[src/rtl/dse_stream_endpoint.sv]
// rtl/dse_stream_endpoint.sv - DSE reset/DEG event recorder with tagged record FIFO.
// Optional finish timestamp: define DSE_FINISH_TIMESTAMP_EN.
module dse_stream_endpoint #(
  parameter int          DEG_W            = 512,
  parameter int          PERF_W           = 256,
  parameter int          MAGIC_W          = 8,
  parameter int          LANES            = 6,
  parameter int          FIFO_DEPTH       = 8,
  parameter int          DEG_RECORD_THRES = 200,
  parameter logic [35:0] WORKLOAD_VEC     = 36'h80000000,
  parameter logic [35:0] DRIVER_VEC       = 36'h10000000
) (
  input  logic                       clock,
  input  logic                       reset,
  input  logic                       dse_reset_valid,
  input  logic [35:0]                dse_reset_vector,
  input  logic                       deg_out_enable,
  input  logic [LANES-1:0]           deg_valids,
  input  logic [DEG_W-1:0]           deg_out_data,
  input  logic [PERF_W-1:0]          perf_out_data,
  output logic                       out_valid,
  input  logic                       out_ready,
  output logic [MAGIC_W+DEG_W-1:0]   out_data,
  output logic [1:0]                 rec_state,
  output logic [15:0]                drop_count,
  output logic                       err_zero_valid
);

  localparam int REC_W = MAGIC_W + DEG_W;
  localparam int AW    = $clog2(FIFO_DEPTH);

  localparam logic [MAGIC_W-1:0] TAG_EMU  = MAGIC_W'(1);
  localparam logic [MAGIC_W-1:0] TAG_DEG  = MAGIC_W'(2);
  localparam logic [MAGIC_W-1:0] TAG_DONE = MAGIC_W'(3);
  localparam logic [MAGIC_W-1:0] TAG_FIN  = MAGIC_W'(4);

  typedef enum logic [1:0] {
    IDLE   = 2'd0,
    ARMED  = 2'd1,
    RECORD = 2'd2,
    DONE   = 2'd3
  } state_t;

  state_t               state, state_next;
  logic                 last_valid;
  logic [31:0]          rec_num;
  logic                 degdone_pend;

  logic                 reset_edge;
  logic                 emu_ev, fin_ev, deg_ev, done_ev;
  logic [DEG_W-1:0]     fin_payload;

  logic [REC_W-1:0]     mem [FIFO_DEPTH];
  logic [AW-1:0]        wr_ptr, rd_ptr;
  logic [AW:0]          count;
  logic                 full, pop, push, push_ok;
  logic [REC_W-1:0]     push_data;
  logic [2:0]           drop_inc;

  function automatic logic [31:0] popcount(input logic [LANES-1:0] v);
    logic [31:0] n;
    n = '0;
    for (int i = 0; i < LANES; i++) n = n + 32'(v[i]);
    return n;
  endfunction

  assign reset_edge = dse_reset_valid && !last_valid;
  assign emu_ev     = reset_edge && (dse_reset_vector == WORKLOAD_VEC);
  assign fin_ev     = reset_edge && (dse_reset_vector == DRIVER_VEC);
  assign deg_ev     = (state == RECORD) && deg_out_enable;
  assign done_ev    = degdone_pend;

`ifdef DSE_FINISH_TIMESTAMP_EN
  logic [63:0] cycle_count;

  if (DEG_W < PERF_W + 64) begin : g_width_check
    $error("DEG_W must be at least PERF_W+64 when the finish timestamp is enabled");
  end

  always_ff @(posedge clock) begin
    if (reset) cycle_count <= '0;
    else       cycle_count <= cycle_count + 64'd1;
  end

  assign fin_payload = DEG_W'({cycle_count, perf_out_data});
`else
  assign fin_payload = DEG_W'(perf_out_data);
`endif

  always_comb begin
    state_next = state;
    case (state)
      IDLE, DONE: if (emu_ev) state_next = ARMED;
      ARMED:      if (!dse_reset_valid) state_next = RECORD;
      RECORD:     if (fin_ev || rec_num >= 32'(DEG_RECORD_THRES)) state_next = DONE;
      default:    state_next = IDLE;
    endcase
  end

  always_ff @(posedge clock) begin
    if (reset) begin
      state        <= IDLE;
      last_valid   <= 1'b0;
      degdone_pend <= 1'b0;
    end else begin
      state        <= state_next;
      last_valid   <= dse_reset_valid;
      degdone_pend <= (state == RECORD) && (state_next != RECORD);
    end
  end

  always_ff @(posedge clock) begin
    logic [32:0] sum;
    if (reset) begin
      rec_num <= '0;
    end else if (emu_ev) begin
      rec_num <= '0;
    end else if (deg_ev) begin
      sum     = {1'b0, rec_num} + {1'b0, popcount(deg_valids)};
      rec_num <= sum[32] ? 32'hFFFF_FFFF : sum[31:0];
    end
  end

  always_ff @(posedge clock) begin
    if (reset)                                       err_zero_valid <= 1'b0;
    else if (deg_ev && deg_valids == '0)             err_zero_valid <= 1'b1;
  end

  // One record per cycle; every losing event counts as a drop.
  always_comb begin
    logic [2:0] n_ev;
    n_ev      = 3'(emu_ev) + 3'(deg_ev) + 3'(done_ev) + 3'(fin_ev);
    push      = (n_ev != 3'd0);
    push_data = '0;
    if (emu_ev)       push_data = {TAG_EMU, {DEG_W{1'b0}}};
    else if (deg_ev)  push_data = {TAG_DEG, deg_out_data};
    else if (done_ev) push_data = {TAG_DONE, {DEG_W{1'b0}}};
    else if (fin_ev)  push_data = {TAG_FIN, fin_payload};
    drop_inc = push ? (n_ev - 3'd1) : 3'd0;
    if (push && !push_ok) drop_inc = drop_inc + 3'd1;
  end

  assign full      = (count == (AW+1)'(FIFO_DEPTH));
  assign out_valid = (count != '0);
  assign pop       = out_valid && out_ready;
  assign push_ok   = push && (!full || pop);
  assign out_data  = out_valid ? mem[rd_ptr] : '0;
  assign rec_state = state;

  always_ff @(posedge clock) begin
    if (push_ok) mem[wr_ptr] <= push_data;
  end

  always_ff @(posedge clock) begin
    if (reset) begin
      wr_ptr <= '0;
      rd_ptr <= '0;
      count  <= '0;
    end else begin
      if (push_ok) wr_ptr <= wr_ptr + AW'(1);
      if (pop)     rd_ptr <= rd_ptr + AW'(1);
      count <= count + (AW+1)'(push_ok) - (AW+1)'(pop);
    end
  end

  always_ff @(posedge clock) begin
    logic [16:0] dsum;
    if (reset) begin
      drop_count <= '0;
    end else begin
      dsum       = {1'b0, drop_count} + 17'(drop_inc);
      drop_count <= dsum[16] ? 16'hFFFF : dsum[15:0];
    end
  end

endmodule

[config.mk]
export PLATFORM = sky130hd
export DESIGN_NAME = dse_stream_endpoint
export DESIGN_NICKNAME = d
export VERILOG_FILES = /design/src/rtl/dse_stream_endpoint.sv
export SDC_FILE = /design/constraint.sdc
export NUM_CORES = 2
export LEC_CHECK = 0
export ABC_AREA = 1
export CAP_MARGIN = 20
export CELL_PAD_IN_SITES_DETAIL_PLACEMENT = 1
export CELL_PAD_IN_SITES_GLOBAL_PLACEMENT = 1
export CORE_MARGIN = 4
export CORE_UTILIZATION = 45
export DETAILED_ROUTE_END_ITERATION = 16
export HOLD_SLACK_MARGIN = 0.1
export PLACE_DENSITY_LB_ADDON = 0.1
export SETUP_SLACK_MARGIN = 0.5
export SLEW_MARGIN = 20
export SYNTH_ARGS = -nofsm -noshare
export SYNTH_HDL_FRONTEND = slang
export SYNTH_MEMORY_MAX_BITS = 65536
export SYNTH_SLANG_ARGS = --single-unit
[constraint.sdc]
create_clock -name clock -period 46.9 [get_ports clock]
set_input_delay 9.38 -clock clock [delete_from_list [all_inputs] [get_ports clock]]
set_output_delay 9.38 -clock clock [all_outputs]
set_load 0.005 [all_outputs]
## Yosys cells after proc, flatten, opt, wreduce, memory -nomap -nowiden

Memory sizes are Yosys's and may differ from the RTL's. A register that Yosys moved wholly into a read port is not among the register bits.
Cells that the tools add are included.
Widths: inputs -> output; s select.

| storage, ports and cells | value |
|---|---|
| memories kept | 1 |
| logic and storage cells | 71 |
| bits in registers | 63 |
| memory bits (writable) | 4120 |
| bits of input ports | 815 |

| operators by class | value |
|---|---|
| reduce and logical (&&, ||, !) cells | 20 |
| multiplexer cells | 17 |
| magnitude comparators | 1 |
| equality and inequality tests | 7 |
| add/subtract/negate cells | 16 |

Memories:

| memory | words | bits a word | rd ports | clocked after Yosys merged registers in | wr ports | line | text |
|---|---|---|---|---|---|---|---|
| mem | 8 | 515 | 1 | 1 | 1 | 53 | `logic [REC_W-1:0] mem [FIFO_DEPTH];` |

Operator list:

| kind | number |
|---|---|
| $mux 515 | 4 |
| $mux 520 | 1 |
| $eq 36x29->1 const B | 1 |
| $eq 36x32->1 const B | 1 |
| $add 32x6->33 | 1 |
| $ge 32x8->1 const B | 1 |
| $mux 32 | 1 |
| $add 16x3->17 | 1 |
| $mux 16 | 1 |
| $mux 3 | 4 |
| $add 3x1->3 const B | 3 |
| $logic_and 1x1->1 | 9 |
| $add 2x1->3 | 2 |
| $add 5x1->6 | 1 |
| $logic_not 6->1 | 1 |
| $mux 2 | 3 |
| $pmux 2 s3 | 1 |
| $add 4x1->5 | 1 |
| $add 1x1->2 | 2 |
| $add 3x1->4 | 1 |
| $add 4x1->4 | 1 |
| $eq 2x2->1 const B | 2 |
| $eq 4x4->1 const B | 1 |
| $reduce_bool 4->1 | 1 |
| 11 further kinds | 16 |

## Longest topological paths before layout

| depth | value |
|---|---|
| word-level depth | 13 |
| gate-level depth with buffers | 31 |

## Worst setup path before layout

Ideal clock, no wire load.

| timing | value |
|---|---|
| path type | input to register |
| start point | in dse_reset_vector[3] |
| end point | mem mem[0][0] in the netlist's numbering (enable) |
| buffers on the path | 1 |
| path slack | 12.516 ns |
| setup time | 1.406 ns |
| arrival | 32.978 ns |
| cell stages on the path | 18 |
| path through | nor2_1 -> nand2_1 -> nor2_1 -> nand2_1 -> nor2_1 -> nand2_2 -> clkbuf_1 -> fa_1 -> inv_1 -> ha_1 -> ha_1 -> inv_1 -> ha_1 -> nand2_1 -> nand2_1 -> inv_1 -> nand2_1 -> nor2_1 |

| between the ends | value |
|---|---|
| cells in the longest elaborated chain, start to end | 9 |

Ends and longest elaborated chain:

| item | line | text |
|---|---|---|
| start, declared | 16 | `input logic [35:0] dse_reset_vector,` |
| $eq 36x32->1 | 68 | `assign emu_ev = reset_edge && (dse_reset_vector == WORKLOAD_VEC);` |
| $logic_and 1x1->1 | 68 |  |
| $add 1x1->2 | 132 | `n_ev = 3'(emu_ev) + 3'(deg_ev) + 3'(done_ev) + 3'(fin_ev);` |
| $add 2x1->3 | 132 |  |
| $add 3x1->3 (*) | 132 |  |
| $reduce_bool 3->1 (*) | 133 | `push = (n_ev != 3'd0);` |
| $logic_and 1x1->1 (*) | 146 | `assign push_ok = push && (!full \|\| pop);` |
| $mux 1 (*) | 151 | `if (push_ok) mem[wr_ptr] <= push_data;` |
| $mux 1 (not written as such) (*) | 151 |  |
| end, declared | 53 |  |

Every way passes the cells marked *; elsewhere a longest branch is shown, timed or not.

==> flow_summary.json <==
{
  "slew_headroom": 0.129,
  "grt-busiest-layer": "met2",
  "first_pass_iters": 5,
  "place.port_buffers": 1349,
  "ant_nets": 0,
  "gp_congestion": 0.849,
  "cts_sinks": 4186,
  "yosysUniqueCellTypes": 37,
  "htreeDepth": 5,
  "fmax_mhz": 59.7,
  "startpoint_type": "flop",
  "rrSetupSlack_ns": 39.31,
  "outcome": "finished, final reports clean",
  "nFillCells": 37400,
  "grt_max_degree": 246,
  "fp.dieW_microns": 621,
  "syn2layout_area_growth_pct": 18.3,
  "final_util": 0.536,
  "worstMarginPinSlew_ns": 1.31,
  "wl_per_cell_microns": 27.5,
  "cp_max_fo": 227,
  "setup_viol": 0,
  "hp-class": "flop to flop",
  "endpoint_kind": "primary output",
  "die_area_sq_mm": 0.385,
  "core_area_sq_mm": 0.373,
  "clock_latency_ns": 0.98,
  "final_cells": 20100,
  "post-dp-hpwl_mm": 318,
  "ys_ff_latch": 4186,
  "power.combinational.fraction": 0.307,
  "clkTransAtPathRegs_ns": 0.06,
  "swShare": 0.327,
  "drc": 0,
  "yosys_warnings": 0,
  "critPathKind": "flop to primary output",
  "fin_skew_ns": 0.0343,
  "slew_viol_final": 0,
  "dp_cells": 19300,
  "power-per-cell-area_mw_per_mm2": 54.4,
  "drt_iter0_drc": 10300,
  "synth_edf_count": 4120,
  "crit_required_ns": 37.52,
  "grt.total_usage": 0.278,
  "grt.met3_usage": 0.0377,
  "fin_nets": 15600,
  "fin_crit_ns": 16.76,
  "syn_area_per_cell_sq_um": 12.3,
  "grtUsageMet2": 0.479,
  "grt_pass1_vias": 124000,
  "hold_viol": 0,
  "start_util": 0.453,
  "synth-async-reset-ratio": 0,
  "cts_tree": "built",
  "power.switching_w": 0.00356,
  "num_vias": 117000,
  "ys_seq_area_frac": 0.740,
  "grt_use_met1": 0.351,
  "drv_cap": 0,
  "fin_ws_ns": 30.14,
  "viasPerCell": 5.82,
  "io-pin-count": 1355,
  "synth_ff_type": "edfxtp_1",
  "antenna_found_initial": 26,
  "vdd_drop_max_v": 0.0000606,
  "syn_inst": 13800,
  "finalCritPeriodShare": 0.357,
  "p_clk_frac": 0.318,
  "wl_mm": 553,
  "crit_arrival_ns": 7.38,
  "grt_pass1_wl_mm": 806,
  "p_seq_frac": 0.374,
  "numCtsBuffers": 439,
  "rows": 224,
  "post_cts_buffers": 0,
  "p_int_w": 0.00732,
  "die_h_microns": 621,
  "cts_root_buf": "clkbuf_16",
  "ctsHoldBuffers": 0,
  "leakagePower_nw": 62.0,
  "drive_above_1_share": 0.0541,
  "clockBufferDepth": 4,
  "grt_overflow": 0,
  "fin_setup_tns_ns": 0,
  "cts_resized": 0,
  "pre_cts_slack_ns": 29.69,
  "rsz0062_at_grt": "no",
  "syn_area_sq_mm": 0.169
}
==> registers in the layout (all words and copies together) (netlist names), 2 cells and up, named ones only <==
name,cells
count,4
drop_count,16
mem,4120
rd_ptr,3
rec_num,32
rec_state,2
wr_ptr,3
==> cell usage after synthesis, types with 4 or more instances <==
cell,number,area [sq um]
a21oi_1,36,180
a31oi_1,519,3250
buf_1,19,71.3
buf_2,244,1220
buf_4,84,631
buf_6,60,676
clkbuf_1,604,2270
dfxtp_1,66,1320
edfxtp_1,4120,124000
fa_1,7,140
ha_1,23,288
inv_1,109,409
inv_2,6,22.5
nand2_1,943,3540
nand3_1,300,1500
nand3b_1,5,37.5
nand4_1,10,62.6
nor2_1,3447,12900
nor3_1,18,90.1
o21ai_0,2273,11400
o21ai_1,329,1650
o22ai_1,516,3230
or2_2,4,25.0
xnor2_1,6,52.6
xor2_1,14,123
==> final cells by class <==
class                   count  area (sq um)  share of cell area
flip-flops and latches   4186        125000               0.626
multi-input cells        8468         38700               0.193
repair buffers           1519         15200              0.0760
clock buffers             548         11600              0.0580
well taps                4972          6220              0.0311
clock inverters           262          2640              0.0132
inverters                 117           500             0.00250
diodes                     16          40.0            0.000200
==> per-layer routing <==
metal	wire [microns]	up-vias
li1	-	51900
met1	220000	60600
met2	275000	3572
met3	30800	817
met4	26500	0
met5	0	-
==> logic make-up (layout without fill, tap and decap cells) <==
logic type	count (synthesis)	after routing	share of synthesized area
buf+inv	1128	2446	0.0314
flops	4186	4186	0.740
fa+ha+maj	30	30	0.00253
compound gates	3676	3676	0.117
simple gates	4737	4737	0.108
xor+xnor	20	20	0.00104
other cells	1	21	0.0000222
==> power by group through the flow <==
stage	combinational, W	sequential [W]	clock (W)
3_3_place_gp	0.00328	0.00415	0
3_5_place_dp	0.00334	0.00415	0
4_1_cts	0.00337	0.00407	0.00352
5_1_grt	0.00357	0.00407	0.00369
2_1_floorplan	0.00149	0.00414	0
6_report	0.00334	0.00407	0.00346
==> path summary, 6_finish.rpt <==
check / startpoint / to / cells past startpoint
worst min register to register: rd_ptr[2] / flop / 2
worst min-delay path: rd_ptr[2] / flop / 2
worst max register to register: rec_state[0] / mem[0][226] / 20
worst max-delay path: flop / out_data[21] / 10
==> per-stage QoR <==
step | hold slack, ns | cell area [sq um] | total power, W
final | 0.459 | 200000 | 0.0109
after global placement | 0.437 | 186000 | 0.00743
after global routing | 0.495 | 200000 | 0.0113
after floorplan | 0.433 | 169000 | 0.00563
after CTS | 0.466 | 200000 | 0.0110
after detailed placement | 0.446 | 186000 | 0.00749
==> cell usage in the layout (no fill, tap or decap), drive strengths merged, types with 66 or more instances in the layout <==
cell,synthesis,final
o21ai,2602,2602
edfxtp,4120,4120
nand2,945,945
clkdlybuf4s50,0,1349
dfxtp,66,66
nor2,3449,3449
a31oi,519,519
clkbuf,604,548
inv,116,127
nand3,301,301
o22ai,516,516
clkinv,1,191
buf,407,170
==> worst max-delay path, cell delays in order, from the launching register on <==
cell	delay (ns)
dfxtp_4	0.56
inv_16	0.43
buf_12	0.65
buf_4	0.96
buf_4	0.70
buf_4	0.77
o21ai_0	0.18
o22ai_1	0.18
o21ai_0	0.11
a31oi_1	0.63
clkdlybuf4s50_1	0.66
Note: power is estimated with default switching activity, not from simulation.
==> edit: new RTL, same settings <==
Set the parameter `FIFO_DEPTH` to 4 (it was 8).
--- a/src/rtl/dse_stream_endpoint.sv
+++ b/src/rtl/dse_stream_endpoint.sv
@@ -7,3 +7,3 @@
   parameter int          LANES            = 6,
-  parameter int          FIFO_DEPTH       = 8,
+  parameter int          FIFO_DEPTH       = 4,
   parameter int          DEG_RECORD_THRES = 200,
Check against the original RTL: not settled (the Yosys comparison gave no result); the edit may change what the design does.
==> edit against the original RTL <==
- first-iteration DRC count is 44% lower
- wire length is 42% lower
- clock skew is 0.0092 ns lower
- synthesized area is 47% lower
- count of clock-buffer cells in the layout is 271 lower
- sequential power is 46% lower
- total power is 46% lower
- die area is 47% lower
- worst setup slack better by 1.1 ns
- sequential cell count is 2064 lower
- design area is 44% lower
- largest cell class unchanged
- highest routed layer is now met5
==> edit: results (changes against the original RTL) <==
Largest net degree at the start of global routing - 218 (-11%)
Fraction of power spent switching nets - 0.336 (+0.00948)
Placed cell count - 11,600 (-40%)
LEAKAGE - 0.0395 µW (-36%)
M1 GR Usage - 0.384 (+0.0333)
Post-synth top cells - nor2_1 (2,396), edfxtp_1 (2,060), o21ai_0 (1,020), nand2_1 (900), a21oi_1 (544)
Post-Syn Instances - 8,126 (-41%)
Sequential power - 2180 µW (-46%)
Via-to-Cell Ratio - 5.56 (-4.4%)
Pre-CTS setup slack - 30.87 ns (+1.17 ns)
DRT iter0 DRCs - 5,712 (-44%)
EDFF count, synth - 2,060 (-50%)
Max-slew headroom - 0.123 (-0.00535)
Htree depth - 4 (-1)
Regs by FF count - mem x2060, rec_num x32, drop_count x16
Hpwl dp - 210,000 µm (-34%)
Final WL - 323,000 µm (-42%)
Max incr delay on CP - 0.88 ns (-0.08 ns)
Dpl cell area - 104,000 µm² (-44%)
Num CTS Buffers - 219 (-50%)
Sequential fraction of the synthesis area - 0.707 (-0.0335)
Max Clock Skew - 0.0251 ns (-0.00920 ns)
Placer Congestion - 0.961 (+13%)
Skew-Pair Late Insertion Delay - 0.85 ns (-0.13 ns)
Net load switching power - 1970 µW (-45%)
Critical Path AT - 6.25 ns (-1.13 ns)
Outcome - completed
Peak supply drop - 113 µV (+87%)
Layout cells sized above 1 - 0.0455 (-0.00858)
Vias after detailed routing - 67,200 (-43%)
First-pass GRT wire length - 462,000 µm (-43%)
Met3 Use GR - 0.0515 (+0.0138)
Clock Power Share - 0.286 (-0.032)
Antenna violations before repair - 52 (+100%)
-- edit: layout make-up --
| type | instances | area (µm²) |
|---|---|---|
| antenna | 33 | 82.6 |
| clock buffer | 277 | 5780 |
| clock inverter | 121 | 1060 |
| sequential | 2122 | 63100 |
| tap | 2640 | 3300 |
| inverter | 118 | 465 |
| fill | 20800 | 86100 |
| multi-input combinational | 5335 | 23200 |
| timing repair buffer | 1428 | 14300 |
-- edit: worst paths after layout --
| kind | startpoint | end | slack (ns) | depth (start not counted) |
|---|---|---|---|---|
| hold / removal | err_zero_valid | err_zero_valid | 0.45 | 2 |
| hold reg to reg | err_zero_valid | err_zero_valid | 0.45 | 2 |
| setup reg to reg | rec_state[0] | mem[2][314] | 39.72 | 17 |
| setup / recovery | flip-flop | out_data[415] | 31.27 | 7 |
-- edit: critical path, delay by kind of cell (launching register included) --
kind | cells | cell delay (ns)
flops | 1 | 0.56
buf+inv | 5 | 3.76
compound gates | 2 | 0.81
